==> config.mk <==
export PLATFORM = sky130hd
export DESIGN_NAME = prog_prio_wrr_arbiter
export DESIGN_NICKNAME = d
export VERILOG_FILES = /design/src/rtl/prog_prio_wrr_arbiter.sv
export SDC_FILE = /design/constraint.sdc
export NUM_CORES = 1
export LEC_CHECK = 0
export CAP_MARGIN = 5
export CORE_ASPECT_RATIO = 0.75
export CORE_MARGIN = 1
export CORE_UTILIZATION = 40
export DETAILED_ROUTE_END_ITERATION = 16
export MAX_ROUTING_LAYER = met4
export PLACE_DENSITY_LB_ADDON = 0.05
export SLEW_MARGIN = 20
export SYNTH_ARGS = -nofsm -noshare
export SYNTH_HDL_FRONTEND = slang
export SYNTH_SLANG_ARGS = --single-unit
export TNS_END_PERCENT = 10
==> constraint.sdc <==
create_clock -name clk -period 3.05 [get_ports clk]
set_input_delay 0.305 -clock clk [delete_from_list [all_inputs] [get_ports clk]]
set_output_delay 0.305 -clock clk [all_outputs]
set_load 0.03 [all_outputs]
==> src/rtl/prog_prio_wrr_arbiter.sv <==
// Registered N-way arbiter with programmable-priority, round-robin and weighted
// round-robin modes; a winner owns the grant for up to its beat quota.
module prog_prio_wrr_arbiter #(
  parameter  int N  = 4,
  parameter  int WW = 4,
  localparam int IW = $clog2(N)
) (
  input  logic              clk,
  input  logic              rstn,
  input  logic              en_i,
  input  logic [1:0]        mode_i,
  input  logic [N-1:0]      req_i,
  input  logic [N*IW-1:0]   prio_map_i,
  input  logic [N*WW-1:0]   weight_i,
  output logic [N-1:0]      grant_o,
  output logic [IW-1:0]     grant_id_o,
  output logic              grant_vld_o
);

  typedef enum logic {IDLE = 1'b0, OWN = 1'b1} state_e;

  state_e          state_q, state_d;
  logic [N-1:0]    grant_q, grant_d;
  logic [IW-1:0]   grant_id_q, grant_id_d;
  logic            grant_vld_q, grant_vld_d;
  logic [WW-1:0]   beat_cnt_q, beat_cnt_d;
  logic [WW-1:0]   quota_q, quota_d;
  logic [IW-1:0]   rr_ptr_q, rr_ptr_d;

  logic            rr_mode_s;
  logic            win_vld_s;
  logic [IW-1:0]   win_id_s;
  logic [WW-1:0]   win_weight_s;
  logic [WW-1:0]   win_quota_s;
  logic            owner_req_s;
  logic            release_s;

  assign rr_mode_s = (mode_i == 2'b01) || (mode_i == 2'b10);

  // Winner search: rank scan in priority mode, rotating scan from rr_ptr+1 otherwise.
  always_comb begin
    logic [IW-1:0] cand;
    win_vld_s = 1'b0;
    win_id_s  = '0;
    cand      = '0;
    if (rr_mode_s) begin
      for (int i = 1; i <= N; i++) begin
        cand = IW'((int'(rr_ptr_q) + i) % N);
        if (!win_vld_s && req_i[cand]) begin
          win_vld_s = 1'b1;
          win_id_s  = cand;
        end
      end
    end else begin
      for (int k = 0; k < N; k++) begin
        cand = prio_map_i[k*IW +: IW];
        if (!win_vld_s && (int'(cand) < N) && req_i[cand]) begin
          win_vld_s = 1'b1;
          win_id_s  = cand;
        end
      end
    end
  end

  assign win_weight_s = weight_i[int'(win_id_s)*WW +: WW];
  assign win_quota_s  = (mode_i == 2'b01 || win_weight_s == '0) ? WW'(1) : win_weight_s;
  assign owner_req_s  = |(req_i & grant_q);
  assign release_s    = !owner_req_s || (beat_cnt_q == quota_q);

  // Next-state: hold, extend the burst, or re-arbitrate (zero-bubble hand-over).
  always_comb begin
    logic arb;
    state_d     = state_q;
    grant_d     = grant_q;
    grant_id_d  = grant_id_q;
    beat_cnt_d  = beat_cnt_q;
    quota_d     = quota_q;
    rr_ptr_d    = rr_ptr_q;
    arb         = 1'b0;
    case (state_q)
      IDLE:    arb = 1'b1;
      OWN:     arb = release_s;
      default: arb = 1'b1;
    endcase
    if (!en_i) begin
      state_d    = IDLE;
      grant_d    = '0;
      beat_cnt_d = '0;
    end else if (arb) begin
      if (win_vld_s) begin
        state_d    = OWN;
        grant_d    = {{(N-1){1'b0}}, 1'b1} << win_id_s;
        grant_id_d = win_id_s;
        beat_cnt_d = WW'(1);
        quota_d    = win_quota_s;
        if (rr_mode_s) begin
          rr_ptr_d = win_id_s;
        end else begin
          rr_ptr_d = rr_ptr_q;
        end
      end else begin
        state_d    = IDLE;
        grant_d    = '0;
        beat_cnt_d = '0;
      end
    end else begin
      beat_cnt_d = beat_cnt_q + WW'(1);
    end
    grant_vld_d = |grant_d;
  end

  // State and output registers.
  always_ff @(posedge clk or negedge rstn) begin
    if (!rstn) begin
      state_q     <= IDLE;
      grant_q     <= '0;
      grant_id_q  <= '0;
      grant_vld_q <= 1'b0;
      beat_cnt_q  <= '0;
      quota_q     <= '0;
      rr_ptr_q    <= IW'(N - 1);
    end else begin
      state_q     <= state_d;
      grant_q     <= grant_d;
      grant_id_q  <= grant_id_d;
      grant_vld_q <= grant_vld_d;
      beat_cnt_q  <= beat_cnt_d;
      quota_q     <= quota_d;
      rr_ptr_q    <= rr_ptr_d;
    end
  end

  assign grant_o     = grant_q;
  assign grant_id_o  = grant_id_q;
  assign grant_vld_o = grant_vld_q;

endmodule

==> results of run 1 <==
[kinds of logic after synthesis]
kind of cell,share of synthesized area
buffers and inverters,0.06403
multiplexers,0.1509
AO/OA/AOI/OAI,0.2614
XOR/XNOR,0.03684
flip-flops,0.3175
adder cells (fa/ha/maj),0.01754
AND/OR/NAND/NOR,0.1518
[metal layers]
layer | up-vias | share of wire
met5 | - | 0
met4 | 0 | 0.0020
met3 | 2 | 0.072
met2 | 56 | 0.40
met1 | 604 | 0.53
li1 | 658 | -
[cell usage after synthesis, types with 3 or more instances]
library cell  instances
o2111ai_1             5
nand2b_1              3
a22o_1                4
nor2b_1               3
o22ai_1               3
o21ai_0              10
nand3_1               3
dfrtp_1              16
inv_1                12
xnor2_1               5
a32o_1                3
clkbuf_1              3
nor2_1                9
nand2_1              11
mux2i_1               5
a21oi_1               5
mux2_2                6
[flip-flops by register name, summed over array words and instances (netlist names)]
register,flops
beat_cnt_q,4
rr_ptr_q,2
grant_vld_o,1
quota_q,4
state_q,1
grant_id_o,2
grant_o,4
[critical path, stage by stage]
cell,delay [ns]
clkdlybuf4s50_1,0.54
mux4_2,0.56
a21o_1,0.18
a32o_1,0.26
o21a_1,0.23
nor2_2,0.15
mux2_2,0.36
a32o_1,0.24
[power groups by stage]
stage	logic (W)	registers, W	clock network [W]
after floorplan	0.000311	0.000399	0
after global placement	0.000509	0.000372	0
after detailed placement	0.000517	0.000374	0
after CTS	0.000519	0.000369	0.000203
after global routing	0.000566	0.000379	0.000213
final	0.000518	0.000370	0.000198
[layout make-up]
| cell class | instances | area, um2 | area share |
|---|---|---|---|
| Sequential cell | 18 | 452.9 | 0.2322 |
| Multi-Input combinational cell | 112 | 882.1 | 0.4522 |
| Clock buffer | 4 | 55.05 | 0.02822 |
| Inverter | 12 | 45.04 | 0.02309 |
| Tap cell | 40 | 50.05 | 0.02566 |
| Timing Repair Buffer | 49 | 465.4 | 0.2386 |
[final timing paths]
path	cells after the start	start	slack, ns	endpoint
max	8	prio_map_i[3]	0.36	quota_q[0]
min	2	grant_id_o[1]	0.49	grant_id_o[1]
max reg2reg	7	rr_ptr_q[1]	0.60	quota_q[0]
min reg2reg	2	grant_id_o[1]	0.49	grant_id_o[1]
max in group asynchronous	1	rstn	2.01	quota_q[2]
min in group asynchronous	1	rstn	0.53	grant_o[1]
[through the flow]
step                area [um2]  total power (W)  cells  utilization  setup WS, ns
floorplan                 1426        0.0007096    149            -        0.6445
global placement          1896        0.0008815    231       0.5649        0.1426
detailed placement        1896        0.0008913    231       0.5649       0.08025
CTS                       1951         0.001092    235       0.5813        0.3578
global route              1951         0.001157    235       0.5813        0.2424
finish                    1951         0.001086    235       0.5813        0.3577
==> metrics.txt, run 1 <==
status=completed; max_cap viols=0; Skew-Pair Late Insertion Delay=0.26 ns; Synth Cell Area=0.001426 mm2; number of vias per cell=5.617; top cell type's share of synthesized area=0.2807; Rel. slew slack=0.4386; DRT Pass-1 Iters=10; die width=roughly 71 um; kind of critical path=in -> reg; final max-slew violation count=0; drt drc=0; share of layout cells above drive strength 1=0.1692; period utilization=0.8827; pin slew with the least headroom to its limit=0.8395 ns; PD cells=556.8 mW/mm2; Synthesis Warnings=0; Post-DRT Antenna Nets=0; die height=53.72 um; Required @ worst endpoint=3.20 ns; fmax=between 300 and 400 MHz; cts bufs inserted=3; CTS clk-pin slew, worst paths=roughly 0.070 ns; IO Pins=40; post-synth top area cell=dfrtp_1; WHS=a little under 0.5 ns; GRT overflow=0; peak supply drop=366.4 uV; leakage=a little over 0.8 nW; register share of total power=0.341; Post-CTS Resized=0; RD Place Congestion=0.8614; RSZ-0062 raised after global routing=false; syn_nets=184; Seq cells post-synth=18; Netlist cell types=50; initial antenna violation count=0; leading cell type in the layout, fill and taps excluded=clkdlybuf4s50_1; # hold bufs at CTS=0; fin crit period=2.692 ns; WL final=3.544 mm; DRC violation total after the first TritonRoute iteration=82; largest net degree at the start of global routing=19; final hold violations=0; Synth Instances=149; global-route met2 utilization=0.2933; Synth Area per Inst=9.573 um2; Switch Pwr=~0.00040 W; post-synthesis sequential area ratio=0.3175; IO Port Bufs=39; Hold Crit Class=reg -> reg; Die Footprint=0.003811 mm2; Synth area leaders=dfrtp_1 28%, mux2_2 4.7%, dfstp_2 3.7%; Nets=231; P_int=roughly 0.00069 W; skew final=0.0009925 ns; n_diodes=0; area of the core=approximately 0.0034 mm2; Rows=18; CTS H-tree lvls=1; final setup vio count=0; met3 Use GR=0.05805; clock share of power=0.182; fillers=a little under 300; All-Layer GR Usage=0.2141; EDFF count, synth=0; async set-or-reset flop fraction in the synthesized netlist=1.000; CP startpoint kind=input port; data arrival time of the worst path=~2.8 ns; ys flop type=dfrtp_1; first-pass GRT wire length=~6.0 mm; Post-CTS Setup Bufs=0; switching portion of total power=0.3688; layout overhead on the synthesized area=36.75%; commonest cells after routing, fill and taps aside=39 x clkdlybuf4s50_1, 16 x dfrtp_1, 12 x inv_1; via count=1320; GR Util met1=0.3152; CTS Buffer Depth=2; routed len/inst=15.08 um; worst-path fanout max=4; placed wire-length estimate=2.853 mm; clk sinks=18; vias in the first global route=1243; Initial Utilization=0.4251; grt peak-use layer=met1; CTS Root Cell=clkbuf_8; Fin Setup TNS=0 ns; Comb pwr share=0.477; Critical Path End Type=register; TritonCTS clock tree=built
Note: power is estimated with default switching activity, not from simulation.
==> inputs of run 2 (changes only) <==
Settings changed: ABC_AREA set to 1, SKIP_CTS_REPAIR_TIMING set to 1.
==> run 2 against run 1 <==
Compared with the run above: critical path depth increased by 11; combinational power up 97%; count of clock-buffer cells in the layout unchanged; sequential cell count is the same; cell count grew 42%; highest routed layer unchanged; final area up 3.3%; largest cell class unchanged; clock power is 4% lower; sequential share of layout area shrank 0.74 points; register-to-register slack gained 0.03 ns; clock skew barely moved; core utilization is 3.1 points lower; non-clock buffer count is 9 lower.
==> metrics.txt, run 2 <==
share of layout cells above drive strength 1=0.09220; pin slew with the least headroom to its limit=just under 0.8 ns; die height=between 50 and 60 um; WHS=~0.51 ns; fmax=399.0 MHz; RD Place Congestion=0.8357; PD cells=811.5 mW/mm2; skew final=0.0008540 ns; Design Power=0.001635 W; R2R depth=19; CTS clk-pin slew, worst paths=0.07 ns; Synth Cell Area=~0.0015 mm2; Critical Path End Type=register; commonest cells after routing, fill and taps aside=100 x nand2_1, 39 x clkdlybuf4s50_1, 29 x nand3_1; data arrival time of the worst path=2.65 ns; Initial Utilization=0.4159; post-synth top area cell=dfrtp_1; Rel. slew slack=0.4809; Die Footprint=between 0.004 and 0.005 mm2; reg2reg setup slack=between 0.6 and 0.7 ns; vias in the first global route=1448; syn_nets=277; All-Layer GR Usage=0.2146; ys flop type=dfrtp_1; area of the core=0.003661 mm2; RR Startpoint=rr_ptr_q[0]; IO Port Bufs=39; period utilization=0.8218; DRT Pass-1 Iters=4; TritonCTS clock tree=built; EDFF count, synth=0; Nets=318; drt drc=0; Netlist cell types=32; leading cell type in the layout, fill and taps excluded=nand2_1; RSZ-0062 raised after global routing=false; final setup vio count=0; RR Endpoint=quota_q[0]; Synth area leaders=dfrtp_1 26%, nand2_1 25%, nand3_1 9.5%; initial antenna violation count=0; CTS Buffer Depth=2; peak supply drop=~550 uV; layout overhead on the synthesized area=32.29%; most common cell in the netlist=nand2_1; largest net degree at the start of global routing=19; number of vias per cell=4.886; Hold Crit Class=in -> async; Critical Path Start=req_i[3]; async set-or-reset flop fraction in the synthesized netlist=1.000; Synth Area per Inst=6.292 um2; IO Pins=40; Rows=19; fillers=between 300 and 400; Synth Instances=between 200 and 250; Synthesis Warnings=0; fin crit period=2.506 ns; top cell type's share of synthesized area=0.2629; GRT overflow=0; placed cell area=just under 0.002 mm2; design area=0.002014 mm2; cts bufs inserted=3; routed len/inst=about 12 um; max_cap viols=0; CTS Root Cell=clkbuf_8; commonest cells in the netlist=100 x nand2_1, 29 x nand3_1, 22 x inv_1; DRC violation total after the first TritonRoute iteration=118; Seq cells post-synth=18; kind of critical path=in -> reg; clk sinks=18; final max-slew violation count=0; post-synthesis sequential area ratio=0.2975; placed wire-length estimate=3.167 mm; leakage=roughly 1 nW; CTS H-tree lvls=1; Required @ worst endpoint=3.20 ns; die width=between 70 and 80 um; CP startpoint kind=input port; via count=~1600; n_diodes=0; Post-DRT Antenna Nets=0; Skew-Pair Late Insertion Delay=0.25 ns; WL final=4.010 mm; first-pass GRT wire length=6.617 mm; status=completed; Fin Setup TNS=0 ns; final hold violations=0; worst-path fanout max=12
## run 2: cell types whose count changed after synthesis, moves of 5 or more
cell,change
inv_1,+10
mux2_2,-6
mux2i_1,-5
nand2_1,+89
nand2_2,+10
nand3_1,+26
nand4_1,+8
nor2_1,+5
o2111ai_1,-5
o21ai_0,-6
## run 2: logic make-up after synthesis
kind of cell,share of synthesized area
and+or+nand+nor,0.4864
AOI/OAI and AO/OA,0.08463
DFF,0.2974
xor gates and xnor gates,0.03451
buffers and inverters,0.08053
adders and majority gates,0.01643
## run 2: worst max-delay path by stage
| stage | to | cells after the start | slack, ns |
|---|---|---|---|
| after global routing | quota_q[0] | 19 | 0.28 |
| after floorplan | quota_q[0] | 21 | 0.92 |
| final | quota_q[0] | 19 | 0.54 |
| after detailed placement | quota_q[0] | 19 | 0.32 |
| after CTS | quota_q[0] | 19 | 0.58 |
| after global placement | quota_q[0] | 19 | 0.32 |
## run 2: area by class of cell
class,instances,area (um2),area share
inverters,25,96.34,0.04783
multi-input cells,195,947.2,0.4702
repair buffers,40,397.9,0.1975
flip-flops and latches,18,452.9,0.2248
clock buffers,4,55.05,0.02733
well taps,52,65.06,0.03230
## run 2: report_power, final
group	internal (W)	leakage (nW)	switching, W	total, W
clock network	0.000114	0.0288	0.0000756	0.000190
registers	0.000335	0.225	0.0000895	0.000425
logic	0.000380	0.757	0.000640	0.00102
## run 2: per-stage QoR
stage,util,instances,setup slack [ns]
after global placement,0.5352,330,0.3197
after detailed placement,0.5352,330,0.3248
after global routing,0.5502,334,0.2766
final,0.5502,334,0.5436
after CTS,0.5502,334,0.5812
after floorplan,-,242,0.9241
## run 2: per-layer routing
metal / vias up / part of all wire / GRT usage
li1: 862 / - / -
met1: 728 / 0.55 / 0.3341
met2: 40 / 0.39 / 0.2884
met3: 2 / 0.065 / 0.05292
met4: 0 / 0.0022 / 0.01681
met5: - / 0 / -
## run 2: worst max-delay path, stage by stage
cell	delay (ns)
clkdlybuf4s50_1	0.54
inv_1	0.12
nand2_1	0.05
nand3_1	0.11
nand2_1	0.10
nor2_1	0.14
nand2_1	0.06
nand2_1	0.09
nand2_1	0.06
o21ai_2	0.44
nand2_1	0.10
nand2_1	0.09
nand2_1	0.05
nand2_1	0.10
nor2_1	0.05
nand2_1	0.08
nand3_1	0.07
nand2_1	0.06
inv_1	0.03
==> inputs of run 3 (changes only) <==
Clock period 3.05 ns to 2.4 ns, I/O delays scaled along.
==> run 3 against run 2 <==
Compared with the run above: critical path depth unchanged; largest power group unchanged; worst hold slack got worse by 0.057 ns; sequential share of layout area shrank 3.6 points; via count is 9.1% higher; clock skew increased by 0.00096 ns.
==> metrics.txt, run 3 (synthesized netlist as in run 2, its figures left out) <==
Rel. slew slack=0.4578; pin slew with the least headroom to its limit=approximately 0.8 ns; Required @ worst endpoint=2.56 ns; n_diodes=0; die width=roughly 73 um; Critical Path Start=rr_ptr_q[0]; share of layout cells above drive strength 1=0.2443; routed len/inst=12.81 um; Placed Cells=345; Nets=about 340; Hold Crit Class=in -> async; Skew-Pair Late Insertion Delay=0.26 ns; CP peak stage delay=0.62 ns; peak supply drop=around 800 uV; fillers=362; final max-slew violation count=0; final setup vio count=0; area of the core=0.003661 mm2; All-Layer GR Usage=0.2285; Post-DRT Antenna Nets=0; die height=55.43 um; Initial Utilization=0.4159; RD Place Congestion=0.8375; Multi-input gate area=0.001141 mm2; critical-path cell list=clkinv_4, nand2_4, nand2_4, nand2_4, nand2_4, nand2_4, nand2_4, a21oi_4, nand2_8, o21ai_4, nand2_1, nand2_1, nand2_1, nand2_1, nor2_2, nand2_2, nand3_2, nand2_2, inv_2; TritonCTS clock tree=built; drt drc=0; data arrival time of the worst path=2.49 ns; R2R depth=19; skew final=0.001815 ns; commonest cells after routing, fill and taps aside=81 x nand2_1, 35 x clkdlybuf4s50_1, 27 x nand3_1; status=completed; vias in the first global route=1570; DRC violation total after the first TritonRoute iteration=118; worst setup margin=0.07118 ns; PD cells=1122 mW/mm2; Critical Path End Type=register; worst-path fanout max=7; period utilization=0.9703; CTS Root Cell=clkbuf_8; FF+latch area=452.9 um2; clk sinks=18; DRT Pass-1 Iters=4; largest net degree at the start of global routing=19; Die Footprint=0.004060 mm2; CTS Buffer Depth=2; CP startpoint kind=register; GRT overflow=0; leading cell type in the layout, fill and taps excluded=nand2_1; CTS clk-pin slew, worst paths=0.07 ns; dpl ws=-0.1461 ns; first-pass GRT wire length=7.134 mm; Rows=19; number of vias per cell=4.958; kind of critical path=reg -> reg; initial antenna violation count=0; final hold violations=0; via count=1780; placed wire-length estimate=3.364 mm; WL final=around 4.6 mm; IO Pins=40; RR Startpoint=rr_ptr_q[0]; cts bufs inserted=3; CP most frequent cell=nand2_4; fin cells=359; leakage=between 1 and 1.5 nW; layout overhead on the synthesized area=57.52%; fmax=429.4 MHz; CTS H-tree lvls=1; max_cap viols=0; Crit-path slowest cell=dfstp_2; IO Port Bufs=39; fin crit period=approximately 2.3 ns; RSZ-0062 raised after global routing=true
-- run 3: cell count changes in the layout (fill, tap and decap cells not counted), sizes merged --
| cell | change |
|---|---|
| nand2 | +1 |
| clkinv | +1 |
| inv | -1 |
| o21ai | +1 |
| buf | +23 |
| dlymetal6s2s | +4 |
| clkdlybuf4s50 | -4 |
-- run 3: worst paths after layout --
path	endpoint	slack, ns
min in group clk	grant_id_o[1]	0.51
hold reg to reg	grant_id_o[1]	0.51
setup reg to reg	quota_q[0]	0.07
max in group asynchronous	grant_o[0]	1.45
setup / recovery	quota_q[0]	0.07
hold / removal	quota_q[2]	0.45
-- run 3: critical path: cells and delay by family (launching register included) --
kind | cells | cell delay, ns
and+or+nand+nor | 15 | 1.07
DFF | 1 | 0.62
AOI/OAI and AO/OA | 2 | 0.34
buffers and inverters | 2 | 0.18
-- run 3: final cells by class --
type / instances / area share
Clock buffer: 4 / 0.02295
Inverter: 25 / 0.04330
Multi-Input combinational cell: 197 / 0.4757
Sequential cell: 18 / 0.1888
Tap cell: 52 / 0.02713
Timing Repair Buffer: 63 / 0.2420
-- run 3: layer usage --
layer,part of all wire,vias to the layer above,global-route usage
met2,0.40,51,0.3069
met4,0.0050,0,0.03641
li1,-,926,-
met5,0,-,-
met3,0.059,4,0.04562
met1,0.53,799,0.3544
-- run 3: power by group --
part | total, W | internal (W) | leakage (nW) | switching [W]
clock | 0.000250 | 0.000146 | 0.0288 | 0.000104
sequential | 0.000540 | 0.000426 | 0.225 | 0.000114
combinational | 0.00190 | 0.000785 | 0.970 | 0.00112
-- run 3: metrics by stage --
stage,hold WS (ns),area [um2],setup TNS [ns],utilization,total power (W)
6_report,0.4505,2399,0,0.6552,0.002691
5_1_grt,0.5260,2399,-0.1457,0.6552,0.002904
4_1_cts,0.4728,2127,0,0.5810,0.002199
3_5_place_dp,0.4972,2072,-0.3276,0.5660,0.001941
3_3_place_gp,0.4927,2072,-0.1633,0.5660,0.001924
2_1_floorplan,-0.05559,1523,0,-,0.001486
